<file path="src/rtl/hex_display_scan_if.sv">
// Display bus between the counter datapath and the multiplexed 7-segment driver.
// The datapath side (master) supplies value/flag requests; the driver side (slave) returns pin levels.
interface hex_display_scan_if #(
    parameter int DIGITS = 4
);
    logic                  _enable;
    logic                  load;
    logic [4*DIGITS-1:0]   value_in;
    logic [DIGITS-1:0]     dp_in;
    logic [DIGITS-1:0]     blink_in;
    logic                  lzb_in;
    logic [6:0]            segments_out;
    logic                  dp_out;
    logic [DIGITS-1:0]     digit_sel_n;
    logic                  frame_tick;

    modport master (
        output _enable, load, value_in, dp_in, blink_in, lzb_in,
        input  segments_out, dp_out, digit_sel_n, frame_tick
    );

    modport slave (
        input  _enable, load, value_in, dp_in, blink_in, lzb_in,
        output segments_out, dp_out, digit_sel_n, frame_tick
    );
endinterface

</file>
<file path="src/rtl/hex_display_scan.sv">
// Time-multiplexed common-anode hex display driver: round-robin digit scan,
// 0-F glyph decode, per-digit dp/blink, leading-zero blanking and anode dead time.
// New values are staged in pending registers and only made active at a frame boundary.
module hex_display_scan #(
    parameter int DIGITS      = 4,
    parameter int REFRESH_DIV = 50000,
    parameter int DEAD        = 2,
    parameter int BLINK_DIV   = 64
) (
    input  logic             clk,
    input  logic             reset,
    hex_display_scan_if.slave bus
);
    localparam int SLOT_W = $clog2(REFRESH_DIV);
    localparam int IDX_W  = (DIGITS > 1) ? $clog2(DIGITS) : 1;
    localparam int FRM_W  = (BLINK_DIV > 1) ? $clog2(BLINK_DIV) : 1;

    localparam logic [SLOT_W-1:0] SLOT_MAX = SLOT_W'(REFRESH_DIV - 1);
    localparam logic [SLOT_W-1:0] DEAD_V   = SLOT_W'(DEAD);
    localparam logic [IDX_W-1:0]  IDX_MAX  = IDX_W'(DIGITS - 1);
    localparam logic [FRM_W-1:0]  FRM_MAX  = FRM_W'(BLINK_DIV - 1);

    logic [SLOT_W-1:0]       r_slot_cnt;
    logic [IDX_W-1:0]        r_idx;
    logic [FRM_W-1:0]        r_frame_cnt;
    logic                    r_blink_ph;
    logic [4*DIGITS-1:0]     r_act_val, r_pend_val;
    logic [DIGITS-1:0]       r_act_dp,  r_pend_dp;
    logic [DIGITS-1:0]       r_act_blk, r_pend_blk;
    logic                    r_pend_flag;
    logic [6:0]              r_seg;
    logic                    r_dp;
    logic [DIGITS-1:0]       r_sel_n;
    logic                    r_frame_tick;

    logic                    w_slot_wrap;
    logic                    w_frame_end;
    logic [3:0]              w_nib;
    logic                    w_dp_req;
    logic                    w_blk_req;
    logic                    w_lz;
    logic [DIGITS:0]         w_zero_from;
    logic                    w_blank_blink;
    logic                    w_blank;
    logic [DIGITS-1:0]       w_sel_n;

    function automatic logic [6:0] f_glyph(input logic [3:0] n);
        case (n)
            4'h0: f_glyph = 7'h01;  4'h1: f_glyph = 7'h4F;
            4'h2: f_glyph = 7'h12;  4'h3: f_glyph = 7'h06;
            4'h4: f_glyph = 7'h4C;  4'h5: f_glyph = 7'h24;
            4'h6: f_glyph = 7'h20;  4'h7: f_glyph = 7'h0F;
            4'h8: f_glyph = 7'h00;  4'h9: f_glyph = 7'h04;
            4'hA: f_glyph = 7'h08;  4'hB: f_glyph = 7'h60;
            4'hC: f_glyph = 7'h31;  4'hD: f_glyph = 7'h42;
            4'hE: f_glyph = 7'h30;  default: f_glyph = 7'h38;
        endcase
    endfunction

    assign w_slot_wrap = (r_slot_cnt == SLOT_MAX);
    assign w_frame_end = w_slot_wrap && (r_idx == IDX_MAX);

    // Select the current digit's fields and find whether it sits in the run of leading zeros
    always_comb begin
        w_nib       = 4'h0;
        w_dp_req    = 1'b0;
        w_blk_req   = 1'b0;
        w_lz        = 1'b0;
        w_zero_from = '0;
        w_sel_n     = '1;
        w_zero_from[DIGITS] = 1'b1;
        for (int k = DIGITS - 1; k >= 0; k--)
            w_zero_from[k] = w_zero_from[k+1] & (r_act_val[4*k +: 4] == 4'h0);
        for (int k = 0; k < DIGITS; k++) begin
            if (r_idx == IDX_W'(k)) begin
                w_nib     = r_act_val[4*k +: 4];
                w_dp_req  = r_act_dp[k];
                w_blk_req = r_act_blk[k];
                w_lz      = (k != 0) && w_zero_from[k];
                if (r_slot_cnt >= DEAD_V)
                    w_sel_n[k] = 1'b0;
            end
        end
        w_blank_blink = r_blink_ph & w_blk_req;
        w_blank       = w_blank_blink | (bus.lzb_in & w_lz);
    end

    // Slot/digit/frame/blink counters
    always_ff @(posedge clk) begin
        if (reset) begin
            r_slot_cnt  <= '0;
            r_idx       <= '0;
            r_frame_cnt <= '0;
            r_blink_ph  <= 1'b0;
        end else begin
            r_slot_cnt <= w_slot_wrap ? '0 : r_slot_cnt + 1'b1;
            if (w_slot_wrap)
                r_idx <= (r_idx == IDX_MAX) ? '0 : r_idx + 1'b1;
            if (w_frame_end) begin
                if (r_frame_cnt == FRM_MAX) begin
                    r_frame_cnt <= '0;
                    r_blink_ph  <= ~r_blink_ph;
                end else begin
                    r_frame_cnt <= r_frame_cnt + 1'b1;
                end
            end
        end
    end

    // Pending/active double buffer; a load on the boundary cycle waits for the next boundary
    always_ff @(posedge clk) begin
        if (reset) begin
            r_act_val   <= '0;
            r_act_dp    <= '0;
            r_act_blk   <= '0;
            r_pend_val  <= '0;
            r_pend_dp   <= '0;
            r_pend_blk  <= '0;
            r_pend_flag <= 1'b0;
        end else begin
            if (w_frame_end && r_pend_flag) begin
                r_act_val   <= r_pend_val;
                r_act_dp    <= r_pend_dp;
                r_act_blk   <= r_pend_blk;
                r_pend_flag <= 1'b0;
            end
            if (bus.load) begin
                r_pend_val  <= bus.value_in;
                r_pend_dp   <= bus.dp_in;
                r_pend_blk  <= bus.blink_in;
                r_pend_flag <= 1'b1;
            end
        end
    end

    // Registered pin drive; disable only darkens the pins, scanning continues underneath
    always_ff @(posedge clk) begin
        if (reset) begin
            r_seg        <= 7'h7F;
            r_dp         <= 1'b1;
            r_sel_n      <= '1;
            r_frame_tick <= 1'b0;
        end else begin
            r_frame_tick <= w_frame_end;
            if (bus._enable) begin
                r_seg   <= 7'h7F;
                r_dp    <= 1'b1;
                r_sel_n <= '1;
            end else begin
                r_seg   <= w_blank ? 7'h7F : f_glyph(w_nib);
                r_dp    <= w_blank_blink ? 1'b1 : ~w_dp_req;
                r_sel_n <= w_sel_n;
            end
        end
    end

    assign bus.segments_out = r_seg;
    assign bus.dp_out       = r_dp;
    assign bus.digit_sel_n  = r_sel_n;
    assign bus.frame_tick   = r_frame_tick;
endmodule
</file>
<file path="src/flat_wrapper.sv">
// flat-port wrapper written by rule: the top's interface ports become plain ports
module hex_display_scan_flat 
#(
    parameter int DIGITS      = 4,
    parameter int REFRESH_DIV = 50000,
    parameter int DEAD        = 2,
    parameter int BLINK_DIV   = 64
)
  (clk, reset, bus__enable, bus_load, bus_value_in, bus_dp_in, bus_blink_in, bus_lzb_in, bus_segments_out, bus_dp_out, bus_digit_sel_n, bus_frame_tick);
  hex_display_scan_if #(.DIGITS(DIGITS)) bus_i ();
  input  logic clk;
  input  logic reset;
  input wire logic [$bits(bus_i._enable)-1:0] bus__enable;
  input wire logic [$bits(bus_i.load)-1:0] bus_load;
  input wire logic [$bits(bus_i.value_in)-1:0] bus_value_in;
  input wire logic [$bits(bus_i.dp_in)-1:0] bus_dp_in;
  input wire logic [$bits(bus_i.blink_in)-1:0] bus_blink_in;
  input wire logic [$bits(bus_i.lzb_in)-1:0] bus_lzb_in;
  output wire logic [$bits(bus_i.segments_out)-1:0] bus_segments_out;
  output wire logic [$bits(bus_i.dp_out)-1:0] bus_dp_out;
  output wire logic [$bits(bus_i.digit_sel_n)-1:0] bus_digit_sel_n;
  output wire logic [$bits(bus_i.frame_tick)-1:0] bus_frame_tick;
  assign bus_i._enable = bus__enable;
  assign bus_i.load = bus_load;
  assign bus_i.value_in = bus_value_in;
  assign bus_i.dp_in = bus_dp_in;
  assign bus_i.blink_in = bus_blink_in;
  assign bus_i.lzb_in = bus_lzb_in;
  assign bus_segments_out = bus_i.segments_out;
  assign bus_dp_out = bus_i.dp_out;
  assign bus_digit_sel_n = bus_i.digit_sel_n;
  assign bus_frame_tick = bus_i.frame_tick;
  hex_display_scan #(.DIGITS(DIGITS), .REFRESH_DIV(REFRESH_DIV), .DEAD(DEAD), .BLINK_DIV(BLINK_DIV)) u_core (.clk(clk), .reset(reset), .bus(bus_i));
endmodule
</file>
<file path="config.mk">
export PLATFORM = sky130hd
export DESIGN_NAME = hex_display_scan_flat
export DESIGN_NICKNAME = d
export VERILOG_FILES = /design/src/rtl/hex_display_scan_if.sv /design/src/rtl/hex_display_scan.sv /design/src/flat_wrapper.sv
export SDC_FILE = /design/constraint.sdc
export NUM_CORES = 1
export LEC_CHECK = 0
export CAP_MARGIN = 20
export CORE_MARGIN = 2
export CORE_UTILIZATION = 50
export DETAILED_ROUTE_END_ITERATION = 12
export GPL_ROUTABILITY_DRIVEN = 0
export MAX_ROUTING_LAYER = met4
export PLACE_DENSITY = 0.75
export SLEW_MARGIN = 20
export SYNTH_ARGS = -nofsm -noshare
export SYNTH_HDL_FRONTEND = slang
export SYNTH_SLANG_ARGS = --single-unit
export TNS_END_PERCENT = 5
</file>
<file path="constraint.sdc">
create_clock -name clk -period 2.2 [get_ports clk]
set_input_delay 0.55 -clock clk [delete_from_list [all_inputs] [get_ports clk]]
set_output_delay 0.55 -clock clk [all_outputs]
set_load 0.05 [all_outputs]
</file>
Word level (Yosys, flattened, before mapping) --
Memory sizes are Yosys's and may differ from the RTL's. A register that Yosys moved wholly into a read port is not among the register bits. Cells that the tools add are included.
Word-level totals: bits in read-only memories 112, register bits after elaboration 80, memories 1
Operators by class: add/subtract/negate cells 3, bitwise logic cells 11, reductions and logical operators 15, $lt $le $gt $ge 1, muxes and demuxes 20, eq/ne operators 5
Memories:
- (no name shown) | words 16, width 7, read ports 1, clocked after memory_dff 1, wr ports 0, line hex_display_scan.sv:48 | case (n)
Operator list (number):
- $reduce_or 3->1 | 6
- $add 16x1->16 const B | 1
- $eq 16x16->1 const B | 1
- $ge 16x2->1 const B | 1
- $mux 4 | 4
- $mux 1 | 14
- $logic_not 4->1 | 3
- $add 6x1->6 const B | 1
- $eq 6x6->1 const B | 1
- $mux 6 | 1
- $not 1->1 | 6
- $and 1x1->1 | 4
- $eq 2x2->1 const B | 2
- $add 2x1->2 const B | 1
- $eq 2x1->1 const B | 1
- $logic_and 1x1->1 | 2
- $logic_not 2->1 | 1
- $mux 2 | 1
- $reduce_and 2->1 | 1
- $reduce_bool 2->1 | 1
- $reduce_or 2->1 | 1
- $or 1x1->1 | 1

Longest topological paths before layout --
Gate-level depths: netlist (run 1).
depth in word-level cells 9, mapped depth 10, mapped depth without buffers 9

Least setup slack after synthesis (run 1) --
OpenSTA, ideal clock, no wires.
path type register -> register, from reg u_core.r_idx[0], to reg u_core.r_seg[3], in the netlist u_core.bus.segments_out[3], clock period less this slack 2.371 ns, path slack -0.171 ns, stages on the path, launching flop included 11, arrival 2.245 ns, setup time 0.126 ns, path buffers 2, cell sequence dfxtp_1 > ha_1 > clkbuf_1 > buf_2 > nor3b_1 > a211oi_1 > inv_1 > ha_1 > mux2i_1 > o22a_1 > nand3_1
Between the ends: longest elaborated chain between the ends 8, elaborated cells between the ends (all ways) 19, those cells by class eq/ne: 3; mux: 11; bitwise: 3; reduce/logical: 2
RTL lines:
- start, declared | line hex_display_scan.sv:24 | logic [IDX_W-1:0] r_idx;
- start signal, assigned | line hex_display_scan.sv:98 | r_idx <= (r_idx == IDX_MAX) ? '0 : r_idx + 1'b1;
- $logic_not 2->1 | line hex_display_scan.sv:75 | if (r_idx == IDX_W'(k)) begin
- $mux 1 (4 in a row) | line hex_display_scan.sv:75
- $and 1x1->1 | line hex_display_scan.sv:84 | w_blank_blink = r_blink_ph & w_blk_req;
- $or 1x1->1 | line hex_display_scan.sv:85 | w_blank = w_blank_blink | (bus.lzb_in & w_lz);
- $reduce_or 3->1 (no source line)
- end, declared | line hex_display_scan.sv:31 | logic [6:0] r_seg;
Parallel ways exist; a longest one is shown, timed or not. A chain may end at the register's enable or synchronous reset.

Final worst setup path (run 1) --
Same ends and word-level chain as after synthesis.

==> run summary, run 1 <==
CTS
• clkbuf_8 — root cell of the clock tree
• yes — TritonCTS clock tree
• 0.36 ns — clock latency reported for the late side of the worst-skew pair
• 3 — number of H-tree levels
• 9 — clock buffers created by TritonCTS
• 0 — number of hold buffers added after CTS
• 2 — maximum clock insertion buffer count
• 0.09 ns — Reg clk slew, reported paths
• 87 — # clock sinks

GRT
• 13400 um — wire length of the first global-routing pass
• 2899 — vias in the first global route
• 0 — aggregate global routing overflow
• 35 — maximum number of pins on one net before global-route repair
• 20.4% — overall global routing resource usage
• 0 — initial antenna violation count

Synth
• dfxtp_1, mux2i_1, nand2_1 — largest cells by area after synthesis
• 46.6% — portion of synthesized cell area occupied by the leading cell type
• dfxtp_1 — most used flip-flop cell after synthesis
• 0 — count of synthesis-stage warnings from yosys
• 4.35% — adder-cell share of the synthesized area
• dfxtp_1 — most repeated cell in the gate-level netlist after synthesis
• 87 — flip-flop and latch count after synthesis
• 8.30% — proportion of synthesized area in mux cells
• 0% — share of flip-flops with an asynchronous set or reset after synthesis
• 428 — instance count of the mapped netlist
• 470 — total nets after synthesis
• simple AND/OR/NAND/NOR gates — main combinational cell family by area after synthesis
• 22.7% — area fraction in and, or, nand and nor cells after synthesis
• 3.51% — XOR/XNOR Fraction of Synth Area
• 41 — library cells used by synthesis
• dfxtp_1 — leading area contributor after synthesis
• 8.74 um2 — average cell area after synthesis
• 0 — number of enable-type register cells in the synthesized netlist
• dfxtp_1, nand2_1, nor2_1 — commonest cells in the synthesized netlist
• 10.7% — area fraction in compound gates after synthesis
• 3740 um2 — netlist area before placement
• 46.6% — portion of the post-synthesis area used by sequential elements

Timing
• 0 ns — Sum Neg Setup Slack
• 95.5% — Final period util
• 0.00818 ns — Fin Clk Skew
• 2.10 ns — final critical path time including I/O delays and setup
• 476 MHz — fmax
• 62.3% — worst relative slew slack
• 0.561 ns — slew at the pin closest to its max-slew limit
• 0.445 ns — worst hold slack
• true — RSZ-0062 raised after global routing
• 0 — hold violation total from the final report
• 0 — final count of pins violating max slew
• 0 — total setup violations reported at the end of the flow

Worst setup path
• reg2reg — classification of the worst setup path
• 2.45 ns — data required time at the worst endpoint
• flop — endpoint kind of the worst setup timing path
• 0.1 ns — flop-to-flop setup slack
• flop — Critical Path Start Type
• 2.35 ns — worst path arrival time
• u_core.bus.segments_out[3]$_SDFF_PP1_ — Crit Reg-Reg Endpoint
• 9 — depth of the most critical reg-to-reg path
• u_core.r_idx[0]$_SDFFE_PP0P_ — launch instance of the worst register-to-register path
• 15 — maximum fanout count along the critical path

Power
• 0.406 mV — worst vdd rail ir drop
• 1.80 nW — leakage power of the design
• 2.98 mW — total power consumption of the routed design
• 651 nW/um2 — pwr/cell area

Cells and area
• 657 — fill count
• 63.1% — Final Core Density
• 22.5% — Area Growth Syn to Fin
• 0 — Ant. Diodes
• 518 — number of nets at the end of the flow
• 11.2% — layout cells sized above 1
• 4580 um2 — summed area of non-filler cells in the final layout

Route
• 3125 — detailed-route via count
• 7830 um — final routed wirelength across all metal layers
• 0 — total DRC errors in the routed layout
• 4 — first-pass detailed-route iteration total
• 167 — DRT iter0 DRCs
• 13.5 um — DR WL/cell
• 0 — count of antenna-violating nets left after detailed routing
• 5.39 — vias per cell

Floorplanning
• 42 — number of placed I/O pins
• 51.5% — initial core utilization
• 31 — number of rows created at floorplan
• 90.5 um — Horiz. Die Dim
• 7250 um2 — core outline area
• 90.5 um — height of the die
• 8180 um2 — Die Area

Placement
• 41 — Port-buffer cells
• 5460 um — HPWL after detailed placement
• 4320 um2 — instance area at placement

Worst hold path
• 1 — Worst Hold Depth
• reg2reg — Hold Path Class
• u_core.r_slot_cnt[0]$_SDFF_PP0_ — endpoint with the worst hold slack
• u_core.r_slot_cnt[0]$_SDFF_PP0_ — hold_sp

Run
• 0 — max cap viols

Outcome
• finished, final reports clean — outcome

## placed cells by master (no fill, tap or decap), drive strengths merged, types with 2 or more instances in the layout
master and instances:
and3 3, mux2i 31, and4 2, nor2 52, xor2 8, nor4 4, o31ai 2, buf 21
or3 4, inv 11, clkdlybuf4s50 40, clkinv 5, a211oi 7, o211ai 3, xnor2 7, nor3 6
and2 3, nor2b 3, clkbuf 10, nand3 6, nand2 77, dfxtp 87, nand3b 5, o21ai 4
ha 13, o311ai 2, o221ai 2, nor3b 4, a211o 3, or4 4, nand4 9, a21oi 34
## cells by family after synthesis
group,after synthesis
DFF,87
AOI/OAI and AO/OA,64
adders and majority gates,13
buffers and inverters,35
and+or+nand+nor,183
muxes,31
xor gates and xnor gates,15
## repair_timing
item                                    CTS  global route
endpoints found under the setup margin    1            10
buffers inserted                          0             2
gates resized for setup                   1            13
pin swaps                                 0             2
## routing by layer
metal,wire (um),track usage (%)
met5,0,-
met4,212,10.6
met3,328,3.59
met2,3610,30.3
met1,3690,26.5
## where the power goes
part	leakage [nW]	switching (mW)	total [mW]	internal, mW
clock	0.106	0.583	1.14	0.561
combinational	0.980	0.101	0.204	0.104
sequential	0.709	0.0199	1.63	1.61
total	1.80	0.703	2.98	2.28
## worst max path at each step
stage	from	to	slack, ns	cells past startpoint
floorplan	u_core.r_idx[0]$_SDFFE_PP0P_	u_core.bus.segments_out[3]$_SDFF_PP1_	0.03	10
global placement	bus__enable	u_core.bus.segments_out[4]$_SDFF_PP1_	0.09	5
detailed placement	u_core.r_idx[1]$_SDFFE_PP0P_	u_core.bus.segments_out[3]$_SDFF_PP1_	-0.006	9
CTS	u_core.r_slot_cnt[0]$_SDFF_PP0_	u_core.r_frame_cnt[5]$_SDFFE_PP0N_	0.02	7
global route	u_core.r_idx[1]$_SDFFE_PP0P_	u_core.bus.segments_out[3]$_SDFF_PP1_	-0.01	9
finish	u_core.r_idx[0]$_SDFFE_PP0P_	u_core.bus.segments_out[3]$_SDFF_PP1_	0.1	9
## per-stage QoR
step | instances | setup WS (ns)
global placement | 562 | 0.0933
global route | 580 | -0.0110
CTS | 578 | 0.0244
floorplan | 428 | 0.0280
finish | 580 | 0.100
detailed placement | 562 | -0.00641
## flip-flops by register name, indices dropped and copies added, names as in the netlist
| name | flops |
|---|---|
| u_core.r_pend_dp | 4 |
| u_core.r_pend_flag | 1 |
| u_core.bus.frame_tick | 1 |
| u_core.r_pend_blk | 4 |
| u_core.r_slot_cnt | 16 |
| u_core.r_pend_val | 16 |
| u_core.r_frame_cnt | 6 |
| u_core.r_idx | 2 |
| u_core.r_act_val | 16 |
| u_core.bus.dp_out | 1 |
| u_core.bus.digit_sel_n | 4 |
| u_core.r_act_blk | 4 |
| u_core.r_blink_ph | 1 |
| u_core.bus.segments_out | 7 |
| u_core.r_act_dp | 4 |
## final cells by class
type                       instances  area, um2  share of cell area, %
tap                               99        124                   2.71
inverter                          11       41.3                  0.902
timing repair buffer              61        568                   12.4
multi-input combinational        306       1890                   41.4
clock buffer                      10        138                   3.01
sequential                        87       1740                   38.1
clock inverter                     6       70.1                   1.53
## worst max-delay path: stages (launching register included)
cell,delay (ns)
dfxtp_1,0.35
ha_1,0.24
buf_4,0.19
nor3b_1,0.25
a211o_1,0.23
inv_1,0.12
ha_1,0.22
mux2i_1,0.14
o22a_1,0.16
nand3_1,0.08
Power figures use the tool's default switching activity.
==> inputs of run 2 (changes only) <==
--- a/config.mk
+++ b/config.mk
@@ -8,10 +8,11 @@
 export CAP_MARGIN = 20
 export CORE_MARGIN = 2
 export CORE_UTILIZATION = 50
+export CTS_CLUSTER_DIAMETER = 60
 export DETAILED_ROUTE_END_ITERATION = 12
-export GPL_ROUTABILITY_DRIVEN = 0
+export GPL_ROUTABILITY_DRIVEN = 1
 export MAX_ROUTING_LAYER = met4
-export PLACE_DENSITY = 0.75
+export PLACE_DENSITY = 0.72
 export SLEW_MARGIN = 20
 export SYNTH_ARGS = -nofsm -noshare
 export SYNTH_HDL_FRONTEND = slang
==> constraint.sdc (replaced) <==
create_clock -name clk -period 2.7 [get_ports clk]
set_input_delay 0.675 -clock clk [delete_from_list [all_inputs] [get_ports clk]]
set_output_delay 0.675 -clock clk [all_outputs]
set_load 0.05 [all_outputs]
==> run 2 against run 1 <==
  * Final cell count is 2.4% lower
  * Clock-buffer cell count shrank 1
  * Design area shrank 2.6%
  * Critical path depth down 3
  * Register-to-register slack gained 0.24 ns
  * Sequential share of layout area rose by 0.95 points
  * Via count shrank 5.7%
  * Total power fell by 14%
  * Sequential power down 18%
  * Combinational power decreased by 24%
  * Setup slack improved by 0.24 ns
  * Critical endpoint is now u_core.r_blink_ph$_SDFFE_PP0P_
  * Highest routed layer unchanged
==> run summary, run 2 (synthesis results as in run 1) <==
Worst setup path
• flop — Critical Path Start Type
• flop — endpoint kind of the worst setup timing path
• 12 — maximum fanout count along the critical path
• 0 — crit path buf inv count
• 2.98 ns — data required time at the worst endpoint
• simple AND/OR/NAND/NOR gates — family with the most delay on the worst path
• ha_1 -> and3_1 -> nand4_2 -> or3_1 -> or4_1 -> a21oi_1 — list of cells traversed by the critical path
• 2.64 ns — worst path arrival time
• 0.56 ns — crit-path max cell delay
• or4_1 — master of the slowest instance on the critical path
• reg2reg — classification of the worst setup path

Timing
• 0.00946 ns — Fin Clk Skew
• false — RSZ-0062 raised after global routing
• 0 — final count of pins violating max slew
• 87.5% — Final period util
• 423 MHz — fmax
• 0 — total setup violations reported at the end of the flow
• 0.761 ns — slew at the pin closest to its max-slew limit
• 2.36 ns — final critical path time including I/O delays and setup
• 0 — hold violation total from the final report
• 0.337 ns — worst path setup slack after routing
• 49.3% — worst relative slew slack
• 0.456 ns — worst hold slack
• 0 ns — Sum Neg Setup Slack

Power
• 0.383 mV — worst vdd rail ir drop
• 1.74 nW — leakage power of the design
• 575 nW/um2 — pwr/cell area

CTS
• 0 — CTS resizes
• 87 — # clock sinks
• 0 — number of buffers inserted to repair setup after CTS
• yes — TritonCTS clock tree
• 0.35 ns — clock latency reported for the late side of the worst-skew pair
• 2 — maximum clock insertion buffer count
• 0 — number of hold buffers added after CTS
• clkbuf_8 — root cell of the clock tree
• 9 — clock buffers created by TritonCTS
• 3 — number of H-tree levels
• 0.08 ns — Reg clk slew, reported paths

Route
• met4 — top routing layer in use
• 2948 — detailed-route via count
• 7420 um — final routed wirelength across all metal layers
• 3880 um — met1 wire length
• 147 — DRT iter0 DRCs
• 0 — total DRC errors in the routed layout
• 4 — first-pass detailed-route iteration total
• 5.21 — vias per cell
• 237 um — met3 routed WL
• 0 — count of antenna-violating nets left after detailed routing
• 3210 um — Met2 Routed Length
• 13.1 um — DR WL/cell

Run
• 0 — max cap viols

GRT
• 2798 — vias in the first global route
• 0 — initial antenna violation count
• 19.6% — overall global routing resource usage
• 0 — aggregate global routing overflow
• 12700 um — wire length of the first global-routing pass
• 63 — maximum number of pins on one net before global-route repair

Placement
• 5180 um — HPWL after detailed placement
• 4220 um2 — instance area at placement
• 0.920 — global placer's final weighted congestion
• 550 — placed cells
• 41 — Port-buffer cells
• 0.375 ns — Setup Slack @ Placement

Floorplanning
• 31 — number of rows created at floorplan
• 42 — number of placed I/O pins
• 90.5 um — height of the die
• 51.5% — initial core utilization
• 7250 um2 — core outline area
• 90.5 um — Horiz. Die Dim
• 8180 um2 — Die Area

Cells and area
• 0 — Ant. Diodes
• 659 — fill count
• dfxtp_1 — most frequent standard cell in the layout excluding fill and tap cells
• dfxtp_1, nand2_1, nor2_1, clkdlybuf4s50_1, a21oi_1 — highest-count cells in the layout ignoring fill and taps
• 504 — number of nets at the end of the flow
• u_core.r_act_val (16), u_core.r_pend_val (16), u_core.r_slot_cnt (16) — registers with the highest flip-flop counts
• 4460 um2 — summed area of non-filler cells in the final layout
• 19.3% — Area Growth Syn to Fin
• 5.57% — layout cells sized above 1
• 566 — final std cells w/o fill

Worst hold path
• reg2reg — Hold Path Class

Outcome
• finished, final reports clean — outcome

run 2: final cells by class:
type	instances	area (um2)	share of cell area, %
clock buffer	9	124	2.78
tap	99	124	2.78
multi-input combinational	306	1860	41.7
sequential	87	1740	39.0
inverter	11	41.3	0.926
timing repair buffer	47	450	10.1
clock inverter	7	120	2.69
run 2: final timing paths:
kind                                    startpoint                          endpoint  slack [ns]  cells after the start
setup / recovery   u_core.r_slot_cnt[1]$_SDFF_PP0_    u_core.r_blink_ph$_SDFFE_PP0P_        0.34                      6
setup reg to reg   u_core.r_slot_cnt[1]$_SDFF_PP0_    u_core.r_blink_ph$_SDFFE_PP0P_        0.34                      6
hold reg to reg   u_core.r_act_blk[1]$_SDFFE_PP0P_  u_core.r_act_blk[1]$_SDFFE_PP0P_        0.46                      2
hold / removal    u_core.r_act_blk[1]$_SDFFE_PP0P_  u_core.r_act_blk[1]$_SDFFE_PP0P_        0.46                      2
run 2: power by group:
part | switching (mW) | leakage [nW] | internal (mW)
Combinational | 0.0778 | 0.906 | 0.0775
Clock | 0.457 | 0.125 | 0.619
Sequential | 0.0173 | 0.709 | 1.31
Total | 0.552 | 1.74 | 2.01
run 2: worst register-to-register path, cell delays in order (launching register included):
cell and delay [ns]:
dfxtp_1 0.39, ha_1 0.22, and3_1 0.26, nand4_2 0.15
or3_1 0.55, or4_1 0.57, a21oi_1 0.16
run 2: through the flow:
step | util [%] | total power [mW]
floorplan | - | 1.45
global placement | 58.1 | 1.52
detailed placement | 58.1 | 1.52
CTS | 61.5 | 2.59
global route | 61.5 | 2.66
finish | 61.5 | 2.56
run 2: routing by layer:
layer / vias up / track usage, %
li1: 1536 / -
met1: 1358 / 26.4
met2: 45 / 28.8
met3: 9 / 4.34
met4: 0 / 7.18
met5: - / -
==> inputs of run 3 (changes only) <==
--- a/config.mk
+++ b/config.mk
@@ -5,7 +5,7 @@
 export SDC_FILE = /design/constraint.sdc
 export NUM_CORES = 1
 export LEC_CHECK = 0
-export CAP_MARGIN = 20
+export CAP_MARGIN = 25
 export CORE_MARGIN = 2
 export CORE_UTILIZATION = 50
 export CTS_CLUSTER_DIAMETER = 60
@@ -17,4 +17,4 @@
 export SYNTH_ARGS = -nofsm -noshare
 export SYNTH_HDL_FRONTEND = slang
 export SYNTH_SLANG_ARGS = --single-unit
-export TNS_END_PERCENT = 5
+export TNS_END_PERCENT = 1
==> results of run 3 <==
Same layout as run 2: the final DEF is identical, and so are final timing and power.
